### src/rtl/jtag_gpio_pkg.sv
// Shared register-select and op encodings for the JTAG GPIO bank, plus the
// per-bit write/set/clear merge used on Update-DR.
package jtag_gpio_pkg;

   localparam logic [1:0] REG_OE   = 2'd0;
   localparam logic [1:0] REG_OUT  = 2'd1;
   localparam logic [1:0] REG_IN   = 2'd2;
   localparam logic [1:0] REG_EDGE = 2'd3;

   localparam logic [1:0] OP_NONE  = 2'b00;
   localparam logic [1:0] OP_WRITE = 2'b01;
   localparam logic [1:0] OP_SET   = 2'b10;
   localparam logic [1:0] OP_CLR   = 2'b11;

   function automatic logic merge_bit(input logic [1:0] op, input logic cur, input logic d);
      case (op)
         OP_WRITE: merge_bit = d;
         OP_SET:   merge_bit = cur | d;
         OP_CLR:   merge_bit = cur & ~d;
         default:  merge_bit = cur;
      endcase
   endfunction

endpackage

### src/rtl/jtag_gpio_in_sync.sv
// Pad input synchroniser with sticky change flags. Edge detection stays
// disarmed until the sync chain and prev register hold real pad samples.
module jtag_gpio_in_sync
   import jtag_gpio_pkg::*;
#(
   parameter int NR_GPIOS    = 8,
   parameter int SYNC_STAGES = 2
) (
   input  logic                i_tck,
   input  logic                i_reset_,
   input  logic [NR_GPIOS-1:0] i_gpio_inputs,
   input  logic [NR_GPIOS-1:0] i_clr_mask,
   output logic [NR_GPIOS-1:0] o_synced,
   output logic [NR_GPIOS-1:0] o_flags
);

   localparam int              CW    = $clog2(SYNC_STAGES + 2);
   localparam logic [CW-1:0]   PRIME = CW'(SYNC_STAGES + 1);

   logic [SYNC_STAGES-1:0][NR_GPIOS-1:0] r_sync;
   logic [NR_GPIOS-1:0]                  r_prev;
   logic [NR_GPIOS-1:0]                  r_flags;
   logic [CW-1:0]                        r_prime;
   logic                                 w_armed;
   logic [NR_GPIOS-1:0]                  w_set;

   assign o_synced = r_sync[SYNC_STAGES-1];
   assign o_flags  = r_flags;
   assign w_armed  = (r_prime == PRIME);
   assign w_set    = w_armed ? (o_synced ^ r_prev) : '0;

   always_ff @(posedge i_tck or negedge i_reset_) begin
      if (!i_reset_) begin
         r_sync <= '0;
         r_prev <= '0;
      end else begin
         r_sync <= {r_sync[SYNC_STAGES-2:0], i_gpio_inputs};
         r_prev <= o_synced;
      end
   end

   // Saturates at PRIME; only then do sync and prev both carry pad data.
   always_ff @(posedge i_tck or negedge i_reset_) begin
      if (!i_reset_)
         r_prime <= '0;
      else if (!w_armed)
         r_prime <= r_prime + 1'b1;
   end

   // Set beats a simultaneous write-1-to-clear so no change is ever lost.
   always_ff @(posedge i_tck or negedge i_reset_) begin
      if (!i_reset_)
         r_flags <= '0;
      else
         r_flags <= (r_flags & ~i_clr_mask) | w_set;
   end

endmodule

### src/rtl/jtag_gpio_bank.sv
// JTAG GPIO bank: SCAN_N picks one of OE/OUT/IN/EDGE, EXTEST scans a
// {op, data} DR that reads the selected register and writes/sets/clears it.
module jtag_gpio_bank
   import jtag_gpio_pkg::*;
#(
   parameter int NR_GPIOS    = 8,
   parameter int SYNC_STAGES = 2,
   parameter bit OE_RESET    = 1'b0
) (
   input  logic                tck,
   input  logic                reset_,
   input  logic                tdi,
   output logic                gpios_tdo,
   input  logic                capture_dr,
   input  logic                shift_dr,
   input  logic                update_dr,
   input  logic                scan_n_ir,
   input  logic                extest_ir,
   input  logic [NR_GPIOS-1:0] gpio_inputs,
   output logic [NR_GPIOS-1:0] gpio_outputs,
   output logic [NR_GPIOS-1:0] gpio_outputs_ena
);

   localparam int DW = NR_GPIOS + 2;

   logic [1:0]          r_reg_sel;
   logic [DW-1:0]       r_dr;
   logic [NR_GPIOS-1:0] r_oe;
   logic [NR_GPIOS-1:0] r_out;

   logic                w_cap;
   logic                w_shf;
   logic                w_upd;
   logic [1:0]          w_op;
   logic [NR_GPIOS-1:0] w_d;
   logic [NR_GPIOS-1:0] w_synced;
   logic [NR_GPIOS-1:0] w_flags;
   logic [NR_GPIOS-1:0] w_sel_val;
   logic [NR_GPIOS-1:0] w_oe_nxt;
   logic [NR_GPIOS-1:0] w_out_nxt;
   logic [NR_GPIOS-1:0] w_clr;

   // Strobe priority: capture over shift over update.
   assign w_cap = extest_ir & capture_dr;
   assign w_shf = extest_ir & shift_dr & ~capture_dr;
   assign w_upd = extest_ir & update_dr & ~capture_dr & ~shift_dr;
   assign w_op  = r_dr[DW-1:DW-2];
   assign w_d   = r_dr[NR_GPIOS-1:0];

   assign gpio_outputs     = r_out;
   assign gpio_outputs_ena = r_oe;
   assign gpios_tdo        = scan_n_ir ? r_reg_sel[0] : r_dr[0];

   jtag_gpio_in_sync #(
      .NR_GPIOS    (NR_GPIOS),
      .SYNC_STAGES (SYNC_STAGES)
   ) u_in_sync (
      .i_tck         (tck),
      .i_reset_      (reset_),
      .i_gpio_inputs (gpio_inputs),
      .i_clr_mask    (w_clr),
      .o_synced      (w_synced),
      .o_flags       (w_flags)
   );

   always_comb begin
      case (r_reg_sel)
         REG_OE:   w_sel_val = r_oe;
         REG_OUT:  w_sel_val = r_out;
         REG_IN:   w_sel_val = w_synced;
         default:  w_sel_val = w_flags;
      endcase
   end

   // IN ignores every op; EDGE treats any non-zero op as write-1-to-clear.
   always_comb begin
      w_oe_nxt  = r_oe;
      w_out_nxt = r_out;
      w_clr     = '0;
      if (w_upd) begin
         case (r_reg_sel)
            REG_OE:
               for (int i = 0; i < NR_GPIOS; i++)
                  w_oe_nxt[i] = merge_bit(w_op, r_oe[i], w_d[i]);
            REG_OUT:
               for (int i = 0; i < NR_GPIOS; i++)
                  w_out_nxt[i] = merge_bit(w_op, r_out[i], w_d[i]);
            REG_EDGE:
               if (w_op != OP_NONE)
                  w_clr = w_d;
            default: ;
         endcase
      end
   end

   // reg_sel shifts LSB first and survives instruction changes.
   always_ff @(posedge tck or negedge reset_) begin
      if (!reset_)
         r_reg_sel <= '0;
      else if (scan_n_ir && shift_dr)
         r_reg_sel <= {tdi, r_reg_sel[1]};
   end

   always_ff @(posedge tck or negedge reset_) begin
      if (!reset_)
         r_dr <= '0;
      else if (w_cap)
         r_dr <= {2'b00, w_sel_val};
      else if (w_shf)
         r_dr <= {tdi, r_dr[DW-1:1]};
   end

   always_ff @(posedge tck or negedge reset_) begin
      if (!reset_) begin
         r_oe  <= {NR_GPIOS{OE_RESET}};
         r_out <= '0;
      end else begin
         r_oe  <= w_oe_nxt;
         r_out <= w_out_nxt;
      end
   end

endmodule

### config.mk
export PLATFORM = sky130hd
export DESIGN_NAME = jtag_gpio_bank
export DESIGN_NICKNAME = d
export VERILOG_FILES = /design/src/rtl/jtag_gpio_pkg.sv /design/src/rtl/jtag_gpio_in_sync.sv /design/src/rtl/jtag_gpio_bank.sv
export SDC_FILE = /design/constraint.sdc
export NUM_CORES = 1
export LEC_CHECK = 0
export CAP_MARGIN = 20
export CORE_MARGIN = 1
export CORE_UTILIZATION = 55
export CTS_BUF_LIST = sky130_fd_sc_hd__clkbuf_8
export DETAILED_ROUTE_END_ITERATION = 16
export GPL_TIMING_DRIVEN = 0
export PLACE_DENSITY_LB_ADDON = 0.3
export SYNTH_ARGS = -nofsm -noshare
export SYNTH_HDL_FRONTEND = slang
export SYNTH_SLANG_ARGS = --single-unit
### constraint.sdc
create_clock -name tck -period 1.8 [get_ports tck]
set_input_delay 0.36 -clock tck [delete_from_list [all_inputs] [get_ports tck]]
set_output_delay 0.36 -clock tck [all_outputs]
set_load 0.02 [all_outputs]
---- Word level (Yosys, flattened, before mapping) ----
Index checks and enable logic that the tools add are counted.
storage, ports and cells
  register bits ........................... 62
  input port bits ......................... 16
  output and inout bits ................... 17
  word-level logic and storage cells ...... 100
operators by class
  $add $sub $neg .......................... 1
  equal/unequal tests ..................... 7
  mux-type cells .......................... 24
  bitwise logic cells ..................... 52
  reductions and logical operators ........ 7
operators with widths
  operator             number
  $pmux 1 s3           16
  $mux 8               4
  $pmux 8 s3           1
  $and 1x1->1          22
  $mux 10              2
  $or 1x1->1           16
  $eq 2x2->1 const B   5
  $not 1->1            10
  $and 8x8->8          1
  $not 8->8            1
  $or 8x8->8           1
  $xor 8x8->8          1
  $reduce_and 3->1     2
  $eq 2x1->1 const B   2
  $reduce_bool 2->1    2
  $reduce_bool 3->1    1
  $add 2x1->2 const B  1
  $logic_not 2->1      1
  $logic_and 1x1->1    1
  $mux 1               1

---- Depth between registers and ports, before layout ----
  word-level depth ........................ 7
  mapped depth ............................ 5
  mapped depth without buffers ............ 3

---- Modules after synthesis ----
From an unflattened synthesis, not the netlist that was laid out.
second synthesis, totals
  cells, all modules ...................... 233
  area, all modules ....................... 2,891.5 sq um
by module, submodules not included
  module             instances  cells each  area each (sq um)  seq. area each (sq um)
  jtag_gpio_bank     1          163         1,761.7            700.7
  jtag_gpio_in_sync  1          70          1,129.8            850.8

---- Worst setup path after synthesis ----
Ideal clock, no wire load.
  kind .................................... register -> register
  start ................................... reg r_reg_sel[0]
  end ..................................... reg r_dr[6]
  library setup time ...................... 0.126 ns
  arrival ................................. 1.362 ns
  data required time ...................... 1.674 ns
  slack ................................... 0.312 ns
  cell stages (with the launch flop) ...... 5
  path buffers ............................ 2
  clock period less this slack ............ 1.488 ns
  cell sequence ........................... dfrtp_1 -> buf_6 -> buf_8 -> mux4_2 -> a221o_1
between the ends
  word-level cells in the longest chain between the ends .. 3
  elaborated cells between the ends (all ways) .. 5
  classes of those cells .................. eq/ne (2); mux (2); reduce/logical (1)
ends and longest elaborated chain
  what                                RTL line               source
  start: declaration                  jtag_gpio_bank.sv:26   logic [1:0] r_reg_sel;
  start signal: assignment            jtag_gpio_bank.sv:101  r_reg_sel <= {tdi, r_reg_sel[1]};
  $eq 2x2->1 (tied with other cells)  jtag_gpio_bank.sv:67   case (r_reg_sel)
  $pmux 8 s3 *                        jtag_gpio_bank.sv:67
  $mux 10 *                           jtag_gpio_bank.sv:107  else if (w_cap)
  end signal: assignment              jtag_gpio_bank.sv:108  r_dr <= {2'b00, w_sel_val};
  end signal: assignment              jtag_gpio_bank.sv:110  r_dr <= {tdi, r_dr[DW-1:1]};
  end: declaration                    jtag_gpio_bank.sv:27   logic [DW-1:0] r_dr;
Mark *: on every way between the ends. The rest lies on a longest branch, timed or not.
A chain may end at the register's enable or synchronous reset.

---- Final worst setup path ----
  start ................................... reg r_out[0] (netlist: gpio_outputs[0])
  end ..................................... out gpio_outputs[0]
RTL lines
  what                      RTL line               source
  start: declaration        jtag_gpio_bank.sv:29   logic [NR_GPIOS-1:0] r_out;
  start signal: assignment  jtag_gpio_bank.sv:119  r_out <= w_out_nxt;
  end: declaration          jtag_gpio_bank.sv:20   output logic [NR_GPIOS-1:0] gpio_outputs,
No word-level cell between the ends.

==> results.json <==
{
  "outcome": "complete, no violations",
  "path_clk_slew_ns": 0.07,
  "slowest_stage": "clkdlybuf4s50_1",
  "grt_antenna_before_repair": 0,
  "synthesis.nets": 253,
  "dp.cells": 336,
  "p_leak_nw": 1.37,
  "nFillCells": 347,
  "maxSlewViolCount": 0,
  "utilization_pct": 71.7,
  "die-height_um": 73.8,
  "dp_hpwl_um": 4380,
  "startpoint": "gpio_outputs[0]$_DFFE_PN0P_",
  "pin_count": 33,
  "grt_overflow": 0,
  "drt_iter0_drc": 207,
  "arrival_ns": 1.36,
  "routed_via_density": 6.22,
  "tritoncts": "yes",
  "drtAntennaViolNets": 0,
  "place_area_um2": 3250,
  "synth-warning-count": 0,
  "relSlewSlack_pct": 52.4,
  "whs_ns": 0.0657,
  "final_nets": 297,
  "setup.worst_path.end_class": "output port",
  "worst-path-max-fanout": 4,
  "layout-drive-gt1-share_pct": 13.7,
  "skew_ns": 0.00728,
  "grt_pass1_wl_um": 10900,
  "core-area_um2": 4850,
  "routedWlPerCell_um": 19.0,
  "clk_path_buf_depth": 2,
  "critPathKind": "reg -> out",
  "yosysUniqueCellTypes": 38,
  "cts_hold_buf": 0,
  "fin_crit_sh_pct": 95.7,
  "drc": 0,
  "place.gp.congestion": 0.873,
  "start_util_pct": 58.4,
  "power_frac_comb_pct": 17.2,
  "grt_pass1_vias": 2209,
  "rr_startpoint": "r_reg_sel[1]$_DFFE_PN0P_",
  "syn2layout_area_growth_pct": 22.7,
  "grt_use_total_pct": 28.1,
  "place_ws_ns": -0.467,
  "core.rowCount": 25,
  "syn-instance-count": 236,
  "diodes": 0,
  "numClockSinks": 62,
  "syn_area_um2": 2830,
  "final_area_um2": 3480,
  "cts_inserted_buffers": 9,
  "tightest_slew_ns": 0.714,
  "clkPwrFrac_pct": 36.3,
  "syn_area_per_cell_um2": 12.0,
  "cp_data_required_time_ns": 1.44,
  "routed_wl_um": 6680,
  "vias": 2190,
  "p_seq_share_pct": 46.5,
  "min_path_type": "in -> async",
  "startpoint_type": "flop",
  "crit_buf_inv": 1,
  "ys_seq_elements": 62,
  "r2r_slack_ns": 0.11,
  "power_density_nw_per_um2": 983,
  "finalSetupViolCount": 0,
  "fin_ws_ns": 0.0779,
  "io_buffers": 32,
  "vdd_ir_drop_max_v": 0.000728,
  "dieArea_um2": 5440,
  "hold_viol": 0,
  "power.share.switching_pct": 28.0,
  "dr.pass1.iters": 4,
  "crit_family": "buffers and inverters",
  "ys_seq_area_share_pct": 54.8,
  "worstPathCellList": "clkdlybuf4s50_1",
  "p_sw_mw": 0.955,
  "htreeDepth": 3,
  "period_needed_ns": 1.72,
  "die_w_um": 73.8,
  "clk_latency_ns": 0.34,
  "internal-power_mw": 2.46,
  "cap_violations": 0,
  "cts_root_buf": "clkbuf_8",
  "final_cells": 352,
  "r2r_end": "gpio_outputs_ena[0]$_DFFE_PN0P_",
  "grt_start_max_net_pins": 33,
  "ff2ff_path_depth": 5,
  "max_stage_delay_ns": 0.62,
  "fmaxAchievable_ghz": 0.581
}
==> power by group through the flow <==
stage / logic (mW) / registers (mW) / clock network [mW]
2_1_floorplan: 0.367 / 1.60 / 0
3_3_place_gp: 0.550 / 1.61 / 0
3_5_place_dp: 0.570 / 1.61 / 0
4_1_cts: 0.575 / 1.59 / 1.25
5_1_grt: 0.634 / 1.60 / 1.30
6_report: 0.587 / 1.59 / 1.24
==> sequential cells by signal, indices dropped and copies added, names as in the netlist, 8 cells and up <==
| register | flops |
|---|---|
| u_in_sync.r_sync | 8 |
| gpio_outputs | 8 |
| gpio_outputs_ena | 8 |
| r_dr | 10 |
| u_in_sync.o_flags | 8 |
| u_in_sync.r_prev | 8 |
| u_in_sync.o_synced | 8 |
==> cells by family (layout without fill, tap and decap cells) <==
logic type	Yosys count	in the layout	share of synthesized area [%]
and+or+nand+nor	54	54	11.3
AOI/OAI and AO/OA	62	62	16.2
adders and majority gates	1	1	0.442
DFF	62	62	54.8
muxes	11	11	8.35
buffers and inverters	35	84	5.56
xor gates and xnor gates	11	11	3.40
==> final cells by class <==
cell class                      count  area (µm²)  area share [%]
Buffer                             16        88.8            2.56
Clock buffer                       11         151            4.36
Clock inverter                      5        48.8            1.40
Inverter                           19        71.3            2.05
Multi-Input combinational cell    139        1150            33.1
Sequential cell                    62        1550            44.6
Tap cell                           67        83.8            2.41
Timing Repair Buffer               33         330            9.50
==> synth_stat cells <==
cell,number,share of area (%)
clkbuf_1,9,1.2
and3_1,1,0.22
ha_1,1,0.44
buf_8,1,0.53
inv_1,18,2.4
a22o_1,8,2.5
o211a_1,1,0.35
nand4bb_1,3,1.2
nand2_1,2,0.27
and2_1,1,0.22
and4bb_2,1,0.44
a31oi_1,4,0.88
and2b_1,1,0.27
clkinv_1,1,0.13
mux4_2,2,1.6
xor2_1,8,2.5
xnor2_1,3,0.93
o21ai_0,13,2.3
nand2b_1,8,1.8
nor2b_1,2,0.44
buf_2,3,0.53
nor3_1,13,2.3
or2_2,1,0.22
buf_6,1,0.40
a21oi_1,10,1.8
o2bb2ai_1,2,0.62
nor2_1,1,0.13
nand3_1,18,3.2
mux4_1,6,5.6
nand4b_1,1,0.31
or4b_1,1,0.35
a221o_1,8,2.8
dfrtp_1,62,55
buf_1,1,0.13
buf_4,1,0.27
a41oi_1,4,1.2
a221oi_1,12,3.7
mux2_2,3,1.2
==> cell usage in the layout (no fill, tap or decap), types with 10 or more instances in the layout <==
master and instances:
a21oi_1 10, a221oi_1 12, clkbuf_8 11, clkdlybuf4s50_1 30
dfrtp_1 62, inv_1 19, nand3_1 16, nor3_1 12
o21ai_0 13
==> per-layer routing <==
layer | up-vias | global-route usage [%] | wire length [µm]
met4 | 0 | 16.0 | 201
met5 | - | 0 | 0
li1 | 981 | - | -
met2 | 83 | 41.6 | 3160
met1 | 1107 | 37.4 | 2930
met3 | 19 | 7.41 | 389
==> through the flow <==
step | setup TNS (ns) | power, mW
3_5_place_dp | -6.71 | 2.18
5_1_grt | -0.0270 | 3.54
2_1_floorplan | 0 | 1.97
3_3_place_gp | -103.67 | 2.16
6_report | 0 | 3.42
4_1_cts | -0.0246 | 3.41
==> repair_timing <==
action	CTS	global route
gates resized for setup	4	10
setup buffers	0	0
setup endpoints to repair	11	15
==> worst max-delay path by stage <==
stage / end / slack [ns] / depth (start not counted)
after floorplan: r_dr[6]$_DFFE_PN0P_ / 0.31 / 4
after global placement: r_dr[0]$_DFFE_PN0P_ / -1.58 / 1
after detailed placement: gpio_outputs[4]$_DFFE_PN0P_ / -0.47 / 5
after CTS: gpios_tdo / -0.02 / 5
after global routing: gpio_outputs[4]$_DFFE_PN0P_ / -0.02 / 4
final: gpio_outputs[0] / 0.08 / 1
Power figures use the tool's default switching activity.
